## config.mk

```make
export PLATFORM = sky130hd
export DESIGN_NAME = qpu_exu_oitf_mq
export DESIGN_NICKNAME = d
export VERILOG_FILES = /design/src/rtl/qpu_exu_oitf_mq.sv
export SDC_FILE = /design/constraint.sdc
export NUM_CORES = 1
export LEC_CHECK = 0
export BUFFER_PORTS_ARGS = -buffer_cell sky130_fd_sc_hd__buf_2
export CAP_MARGIN = 20
export CORE_UTILIZATION = 35
export CTS_BUF_LIST = sky130_fd_sc_hd__clkbuf_16
export CTS_CLUSTER_SIZE = 30
export DETAILED_ROUTE_END_ITERATION = 8
export PLACE_DENSITY = 0.58
export SLEW_MARGIN = 20
export SYNTH_ARGS = -nofsm -noshare
export SYNTH_HDL_FRONTEND = slang
export SYNTH_SLANG_ARGS = --single-unit
```

## constraint.sdc

```tcl
create_clock -name clk -period 3.79 [get_ports clk]
set_input_delay 0.1895 -clock clk [delete_from_list [all_inputs] [get_ports clk]]
set_output_delay 0.1895 -clock clk [all_outputs]
set_load 0.05 [all_outputs]
```

## src/rtl/qpu_exu_oitf_mq.sv

```systemverilog
// Outstanding-instruction FIFO: records long-pipe rd/qubit owners at dispatch, frees in order at write-back.
// Latency: allocate/retire take effect on the next edge; hazard matches are combinational over registered entries. Backpressure: dis_ready low while full.
module qpu_exu_oitf_mq #(
    parameter int DEPTH     = 4,
    parameter int RFIDX_W   = 5,
    parameter int QUBIT_NUM = 8,
    localparam int PTR_W    = $clog2(DEPTH)
) (
    input  logic                 clk,
    input  logic                 rst,
    input  logic                 flush,
    input  logic                 dis_ena,
    output logic                 dis_ready,
    input  logic                 dis_rdwen,
    input  logic [RFIDX_W-1:0]   dis_rdidx,
    input  logic                 dis_qfren,
    input  logic [QUBIT_NUM-1:0] dis_qubitlist,
    output logic [PTR_W-1:0]     dis_ptr,
    input  logic                 ret_ena,
    output logic [PTR_W-1:0]     ret_ptr,
    output logic                 ret_rdwen,
    output logic [RFIDX_W-1:0]   ret_rdidx,
    output logic                 ret_qfren,
    output logic [QUBIT_NUM-1:0] ret_qubitlist,
    input  logic                 disp_rs1en,
    input  logic                 disp_rs2en,
    input  logic                 disp_rdwen,
    input  logic [RFIDX_W-1:0]   disp_rs1idx,
    input  logic [RFIDX_W-1:0]   disp_rs2idx,
    input  logic [RFIDX_W-1:0]   disp_rdidx,
    input  logic [QUBIT_NUM-1:0] disp_qubitlist,
    output logic                 oitfrd_match_disprs1,
    output logic                 oitfrd_match_disprs2,
    output logic                 oitfrd_match_disprd,
    output logic                 oitfqf_match_dispql,
    output logic                 oitf_empty,
    output logic [PTR_W:0]       oitf_count
);

    localparam logic [PTR_W:0] PTR_ONE = {{PTR_W{1'b0}}, 1'b1};

    logic [PTR_W:0]                  wr_ptr_q, wr_ptr_d, rd_ptr_q, rd_ptr_d;
    logic [DEPTH-1:0]                valid_q, valid_d;
    logic [DEPTH-1:0]                rdwen_q, rdwen_d;
    logic [DEPTH-1:0]                qfren_q, qfren_d;
    logic [DEPTH-1:0][RFIDX_W-1:0]   rdidx_q, rdidx_d;
    logic [DEPTH-1:0][QUBIT_NUM-1:0] qlist_q, qlist_d;

    logic             full, empty, alloc, retire;
    logic [PTR_W-1:0] wr_idx, rd_idx;
    logic             rs1_hit, rs2_hit, rd_hit, qf_hit;

    assign wr_idx = wr_ptr_q[PTR_W-1:0];
    assign rd_idx = rd_ptr_q[PTR_W-1:0];

    // Extra wrap bit distinguishes full from empty when the index bits coincide.
    assign full   = (wr_idx == rd_idx) && (wr_ptr_q[PTR_W] != rd_ptr_q[PTR_W]);
    assign empty  = (wr_ptr_q == rd_ptr_q);
    assign alloc  = dis_ena & ~full;
    assign retire = ret_ena & ~empty;

    assign dis_ready     = ~full;
    assign dis_ptr       = wr_idx;
    assign ret_ptr       = rd_idx;
    assign ret_rdwen     = rdwen_q[rd_idx];
    assign ret_rdidx     = rdidx_q[rd_idx];
    assign ret_qfren     = qfren_q[rd_idx];
    assign ret_qubitlist = qlist_q[rd_idx];
    assign oitf_empty    = empty;
    assign oitf_count    = wr_ptr_q - rd_ptr_q;

    always_comb begin
        wr_ptr_d = wr_ptr_q;
        rd_ptr_d = rd_ptr_q;
        valid_d  = valid_q;
        rdwen_d  = rdwen_q;
        rdidx_d  = rdidx_q;
        qfren_d  = qfren_q;
        qlist_d  = qlist_q;
        if (flush) begin
            wr_ptr_d = '0;
            rd_ptr_d = '0;
            valid_d  = '0;
        end else begin
            // Alloc and retire never target the same slot: alloc needs !full, retire needs !empty.
            if (alloc) begin
                valid_d[wr_idx] = 1'b1;
                rdwen_d[wr_idx] = dis_rdwen;
                rdidx_d[wr_idx] = dis_rdidx;
                qfren_d[wr_idx] = dis_qfren;
                qlist_d[wr_idx] = dis_qubitlist;
                wr_ptr_d        = wr_ptr_q + PTR_ONE;
            end
            if (retire) begin
                valid_d[rd_idx] = 1'b0;
                rd_ptr_d        = rd_ptr_q + PTR_ONE;
            end
        end
    end

    always_ff @(posedge clk or posedge rst) begin
        if (rst) begin
            wr_ptr_q <= '0;
            rd_ptr_q <= '0;
            valid_q  <= '0;
            rdwen_q  <= '0;
            rdidx_q  <= '0;
            qfren_q  <= '0;
            qlist_q  <= '0;
        end else begin
            wr_ptr_q <= wr_ptr_d;
            rd_ptr_q <= rd_ptr_d;
            valid_q  <= valid_d;
            rdwen_q  <= rdwen_d;
            rdidx_q  <= rdidx_d;
            qfren_q  <= qfren_d;
            qlist_q  <= qlist_d;
        end
    end

    always_comb begin
        rs1_hit = 1'b0;
        rs2_hit = 1'b0;
        rd_hit  = 1'b0;
        qf_hit  = 1'b0;
        for (int i = 0; i < DEPTH; i++) begin
            rs1_hit = rs1_hit | (valid_q[i] & rdwen_q[i] & (rdidx_q[i] == disp_rs1idx));
            rs2_hit = rs2_hit | (valid_q[i] & rdwen_q[i] & (rdidx_q[i] == disp_rs2idx));
            rd_hit  = rd_hit  | (valid_q[i] & rdwen_q[i] & (rdidx_q[i] == disp_rdidx));
            qf_hit  = qf_hit  | (valid_q[i] & qfren_q[i] & (|(qlist_q[i] & disp_qubitlist)));
        end
    end

    assign oitfrd_match_disprs1 = disp_rs1en & rs1_hit;
    assign oitfrd_match_disprs2 = disp_rs2en & rs2_hit;
    assign oitfrd_match_disprd  = disp_rdwen & rd_hit;
    assign oitfqf_match_dispql  = qf_hit;

endmodule

```

-- Word level (Yosys, flattened, before mapping)
Index checks and enable logic that the tools add are counted.
Widths: inputs -> output; s select.
- memories kept: 0
- input port bits: 46
- bits in latches: 0
- bits in writable memories: 0
- memory bits (read-only): 0
- flip-flop bits (word level): 70
- $lt $le $gt $ge: 4
- shift operators: 0
- bitwise logic cells: 51
- add/sub/neg operators: 3
- reductions and logical operators: 10
- multipliers: 0
- div/mod/pow operators: 0
- equality and inequality tests: 15
- muxes and demuxes: 28
- operators by type and width (cell ; number):
    $eq 5x5->1 ; 12
    $and 8x8->8 ; 4
    $bwmux 32 ; 1
    $reduce_or 8->1 ; 4
    $and 1x1->1 ; 29
    $bwmux 20 ; 1
    $bmux 8 s2 ; 1
    $demux 8 s2 ; 1
    $mux 4 ; 4
    $mux 8 ; 2
    $mux 3 ; 4
    $or 1x1->1 ; 12
    $bmux 5 s2 ; 1
    $demux 5 s2 ; 1
    $mux 5 ; 2
    $bwmux 4 ; 2
    $add 3x1->3 const B ; 2
    $lt 2x3->1 const B ; 2
    $and 4x4->4 ; 1
    $bmux 1 s2 ; 2
    $demux 1 s2 ; 2
    $ge 2x1->1 const B ; 2
    $mux 1 ; 4
    $not 4->4 ; 1
    other kinds (9) ; 14

-- Depth between registers and ports, before layout
- depth after elaboration: 10
- mapped depth: 8
- gate-level depth less buffers: 6

-- Least setup slack after synthesis
OpenSTA, ideal clock, no wires.
- kind: reg2reg
- start point: register rd_ptr_q[1]
- end point: register valid_q[0]
- arrival time: 2.799 ns
- cell stages (with the launch flop): 9
- setup slack: 0.897 ns
- period minus slack after synthesis: 2.893 ns
- buffers on the path: 2
- path through: dfrtp_1 -> clkbuf_1 -> clkbuf_1 -> inv_1 -> ha_1 -> nand2_1 -> nor2_1 -> nor2b_1 -> a211oi_1
- elaborated cells on any way between the ends: 18
- classes of those cells: 2 x order compare; 2 x eq/ne; 6 x mux; 6 x bitwise; 2 x reduce/logical
- RTL lines (element ; RTL line ; RTL):
    start, declared ; 42 ; logic [PTR_W:0] wr_ptr_q, wr_ptr_d, rd_ptr_q, rd_ptr_d;
    start signal, assigned ; 112 ; rd_ptr_q <= rd_ptr_d;
    $eq 3x3->1 ; 58 ; assign empty = (wr_ptr_q == rd_ptr_q);
    named net oitf_empty ; 36 ; output logic oitf_empty,
    $not 1->1 ; 60 ; assign retire = ret_ena & ~empty;
    $and 1x1->1 ; 60 ;
    $mux 4 ; 94 ; if (retire) begin
    $mux 4 ; 80 ; if (flush) begin
    named net valid_d[0] ; 43 ; logic [DEPTH-1:0] valid_q, valid_d;
    end signal, assigned ; 113 ; valid_q <= valid_d;
    end, declared ; 43 ;
The timed path passes the listed nets, and every way through them passes these cells. The select of a mux whose other input is x is not followed.
A chain may end at the register's enable or synchronous reset.

-- Worst setup path in the final report
- start point: register wr_ptr_q[0]
- end point: register rdidx_q[11] (netlist name)
- word-level cells in the longest chain between the ends: 5
- elaborated cells on any way between the ends: 11
- classes of those cells: 2 x order compare; 1 x eq/ne; 3 x mux; 2 x bitwise; 3 x reduce/logical
- ends and longest elaborated chain (element ; RTL line ; RTL):
    start, declared ; 42 ;
    start signal, assigned ; 111 ; wr_ptr_q <= wr_ptr_d;
    $lt 2x3->1 (implied by the code) (tied with other cells) ; 89 ; rdidx_d[wr_idx] = dis_rdidx;
    $logic_and 1x1->1, on equally long branches ; 89, 57 ;
    $mux 5 (implied by the code) / $not 1->1 (equally long branches) ; 89, 59 ;
    $demux 5 s2 / $and 1x1->1 (equally long branches) ; 89, 59 ;
    $bwmux 20 / $reduce_and 2->1 (equally long branches) ; - ;
    end signal, assigned ; 115 ; rdidx_q <= rdidx_d;
    end, declared ; 46 ; logic [DEPTH-1:0][RFIDX_W-1:0] rdidx_q, rdidx_d;
Several ways; a longest one is shown, not always the timed one.

==> impl_metrics.env <==
export IMPL_cp_max_fo=15
export IMPL_dp_cells=535
export IMPL_crit_path_end_kind="flip-flop"
export IMPL_ir_drop_v=0.000346
export IMPL_drive_gt1_share_pct=41.9
export IMPL_cap_violations=0
export IMPL_cts_setup_buffers=0
export IMPL_clk_pin_slew_ns=0.06
export IMPL_diodes=0
export IMPL_sw_frac_of_total_pct=39.0
export IMPL_ys_warnings_count=0
export IMPL_worst_ep_arrival_time_ns=2.46
export IMPL_max_freq_mhz=442
export IMPL_cts_tree="yes"
export IMPL_num_io_pins=74
export IMPL_failed_checks="DRC"
export IMPL_n_fill_cell=1088
export IMPL_synthDistinctLibCells=31
export IMPL_synth_seq_cells=70
export IMPL_drcViolationCount=6
export IMPL_grt_max_degree=37
export IMPL_instances_no_fill=551
export IMPL_power_frac_seq_pct=35.4
export IMPL_via_per_inst=5.48
export IMPL_syn2layout_area_growth_pct=17.6
export IMPL_synth_edf_count=0
export IMPL_p_sw_mw=1.35
export IMPL_worst_setup_path_type="flip-flop to flip-flop"
export IMPL_die_w_um=112
export IMPL_port_buffers=73
export IMPL_drt_iter0_drc=173
export IMPL_synth_area_um2=4210
export IMPL_post_route_util_pct=42.8
export IMPL_layout_common_cells="buf_2, dfrtp_1, mux2_2"
export IMPL_cp_slowest_cell="dfrtp_1"
export IMPL_drt_wirelength_per_cell_um=19.3
export IMPL_setup_viol=0
export IMPL_firstDrtPassIters=7
export IMPL_core_area_um2=11600
export IMPL_cts_root_buf="clkbuf_16"
export IMPL_syn_inst=341
export IMPL_min_delay_path_class="input pin to asynchronous set/reset pin"
export IMPL_relSlewSlack_pct=48.2
export IMPL_first_global_vias=3188
export IMPL_multi_input_area_um2=2280
export IMPL_synth_top_area_cell="dfrtp_1"
export IMPL_initial_core_util_pct=36.4
export IMPL_async_flop_share_pct=100
export IMPL_drt_wl_total_um=10700
export IMPL_seqCellArea_um2=1750
export IMPL_grtUsageTotal_pct=18.3
export IMPL_period_needed_ns=2.26
export IMPL_pwr_share_clk_pct=25.3
export IMPL_cp_depth=5
export IMPL_nNetsFinal=460
export IMPL_setup_tns_ns=0
export IMPL_cp_top_family="flip-flops"
export IMPL_synth_area_leaders="dfrtp_1, mux2_2, xnor2_1"
export IMPL_cts_buffers=9
export IMPL_grt_pass1_wl_um=17400
export IMPL_ctsResizeCount=0
export IMPL_clockBufferDepth=2
export IMPL_clk_latency_ns=0.32
export IMPL_antenna_left=0
export IMPL_power_density_nw_per_um2=701
export IMPL_fin_crit_sh_pct=59.8
export IMPL_yosysTopAreaCellShare_pct=41.6
export IMPL_dpl_cell_area_um2=4630
export IMPL_hold_slack_ns=0.00722
export IMPL_hpwlAfterDp_um=7840
export IMPL_power_leakage_nw=2.13
export IMPL_clkSinkCount=70
export IMPL_final_common_cell="buf_2"
export IMPL_synth_nets=398
export IMPL_dieArea_um2=12500
export IMPL_status="complete, but fails checks"
export IMPL_skew_ns=0.0106
export IMPL_hold_viol=0
export IMPL_worst_path_buf_inv=1
export IMPL_worst_ep_required_time_ns=3.99
export IMPL_finalMaxSlewViolations=0
export IMPL_gr_total_overflow=0
export IMPL_cp_start_kind="flip-flop"
export IMPL_final_cell_area_um2=4950
export IMPL_routabilityCongestion=0.895
export IMPL_cts_max_level=3
export IMPL_p_comb_share_pct=39.3
export IMPL_cp_cell_sequence="inv_1 > ha_1 > a311oi_4 > nand2_2 > mux2_2"
export IMPL_yosysSeqAreaShare_pct=41.6
export IMPL_slowest_delay_ns=0.43
export IMPL_r2r_worst_path_cells=5
export IMPL_rows=39
export IMPL_antenna_found_initial=0
export IMPL_ctsHoldBuffers=0
export IMPL_synth_ff_type="dfrtp_1"
export IMPL_die_y_um=112
export IMPL_worst_slew_pin_transition_ns=0.777
export IMPL_avgSynthCellArea_um2=12.3
export IMPL_dr_total_vias=3021
export IMPL_p_int_mw=2.12
export IMPL_rsz0062_at_grt="false"
-- cell type report --
cell class | instances | share of cell area (%)
multi-input combinational | 237 | 46.1
inverter | 9 | 0.683
clock inverter | 7 | 1.82
tap | 143 | 3.62
sequential | 70 | 35.4
timing repair buffer | 76 | 7.84
clock buffer | 9 | 4.55
-- through the flow --
stage,total power [mW],setup WS [ns]
6_report,3.47,1.53
5_1_grt,3.65,1.38
4_1_cts,3.50,1.52
3_5_place_dp,2.61,1.53
3_3_place_gp,2.59,1.59
2_1_floorplan,2.28,0.897
-- sequential cells by signal, summed over array words and instances, names as in the netlist --
signal / count
rd_ptr_q: 3
rdwen_q: 4
rdidx_q: 20
valid_q: 4
qfren_q: 4
qlist_q: 32
wr_ptr_q: 3
-- path summary, 6_finish.rpt --
check | startpoint | endpoint | slack [ns]
max in group asynchronous | rst | rdwen_q[2] | 2.83
max reg2reg | wr_ptr_q[0] | rdidx_q[11] | 1.53
min reg2reg | rdwen_q[0] | rdwen_q[0] | 0.53
min in group clk | dis_qubitlist[1] | qlist_q[9] | 0.14
max | wr_ptr_q[0] | rdidx_q[11] | 1.53
min | rst | wr_ptr_q[1] | 0.007
-- power by group through the flow --
stage	logic (mW)	clock network (mW)	registers, mW
after floorplan	1.13	0	1.15
after global placement	1.36	0	1.23
after detailed placement	1.37	0	1.24
after CTS	1.38	0.893	1.22
after global routing	1.46	0.929	1.26
final	1.36	0.878	1.23
-- synthesized netlist by cell type (all sizes together), types with 9 or more instances --
library cell   n
inv            9
a22oi         16
clkbuf        15
dfrtp         70
mux4          15
xor2          14
nand4         17
ha            10
mux2          60
buf           10
xnor2         52
nand2          9
nor3          12
-- metal layers --
metal | GRT usage (%) | vias to the layer above | routed length, µm
met4 | 5.32 | 0 | 140
li1 | - | 1363 | -
met3 | 3.27 | 12 | 508
met2 | 30.7 | 109 | 5160
met1 | 24.1 | 1537 | 4840
met5 | 0 | - | 0
-- logic make-up after synthesis --
group                    share of synthesized area (%)
AND/OR/NAND/NOR                                   6.63
multiplexers                                      24.6
AO/OA/AOI/OAI                                     5.83
adder cells (fa/ha/maj)                           3.45
XOR/XNOR                                          13.7
buffers and inverters                             4.13
flip-flops                                        41.6
(Power assumes the default switching activity.)
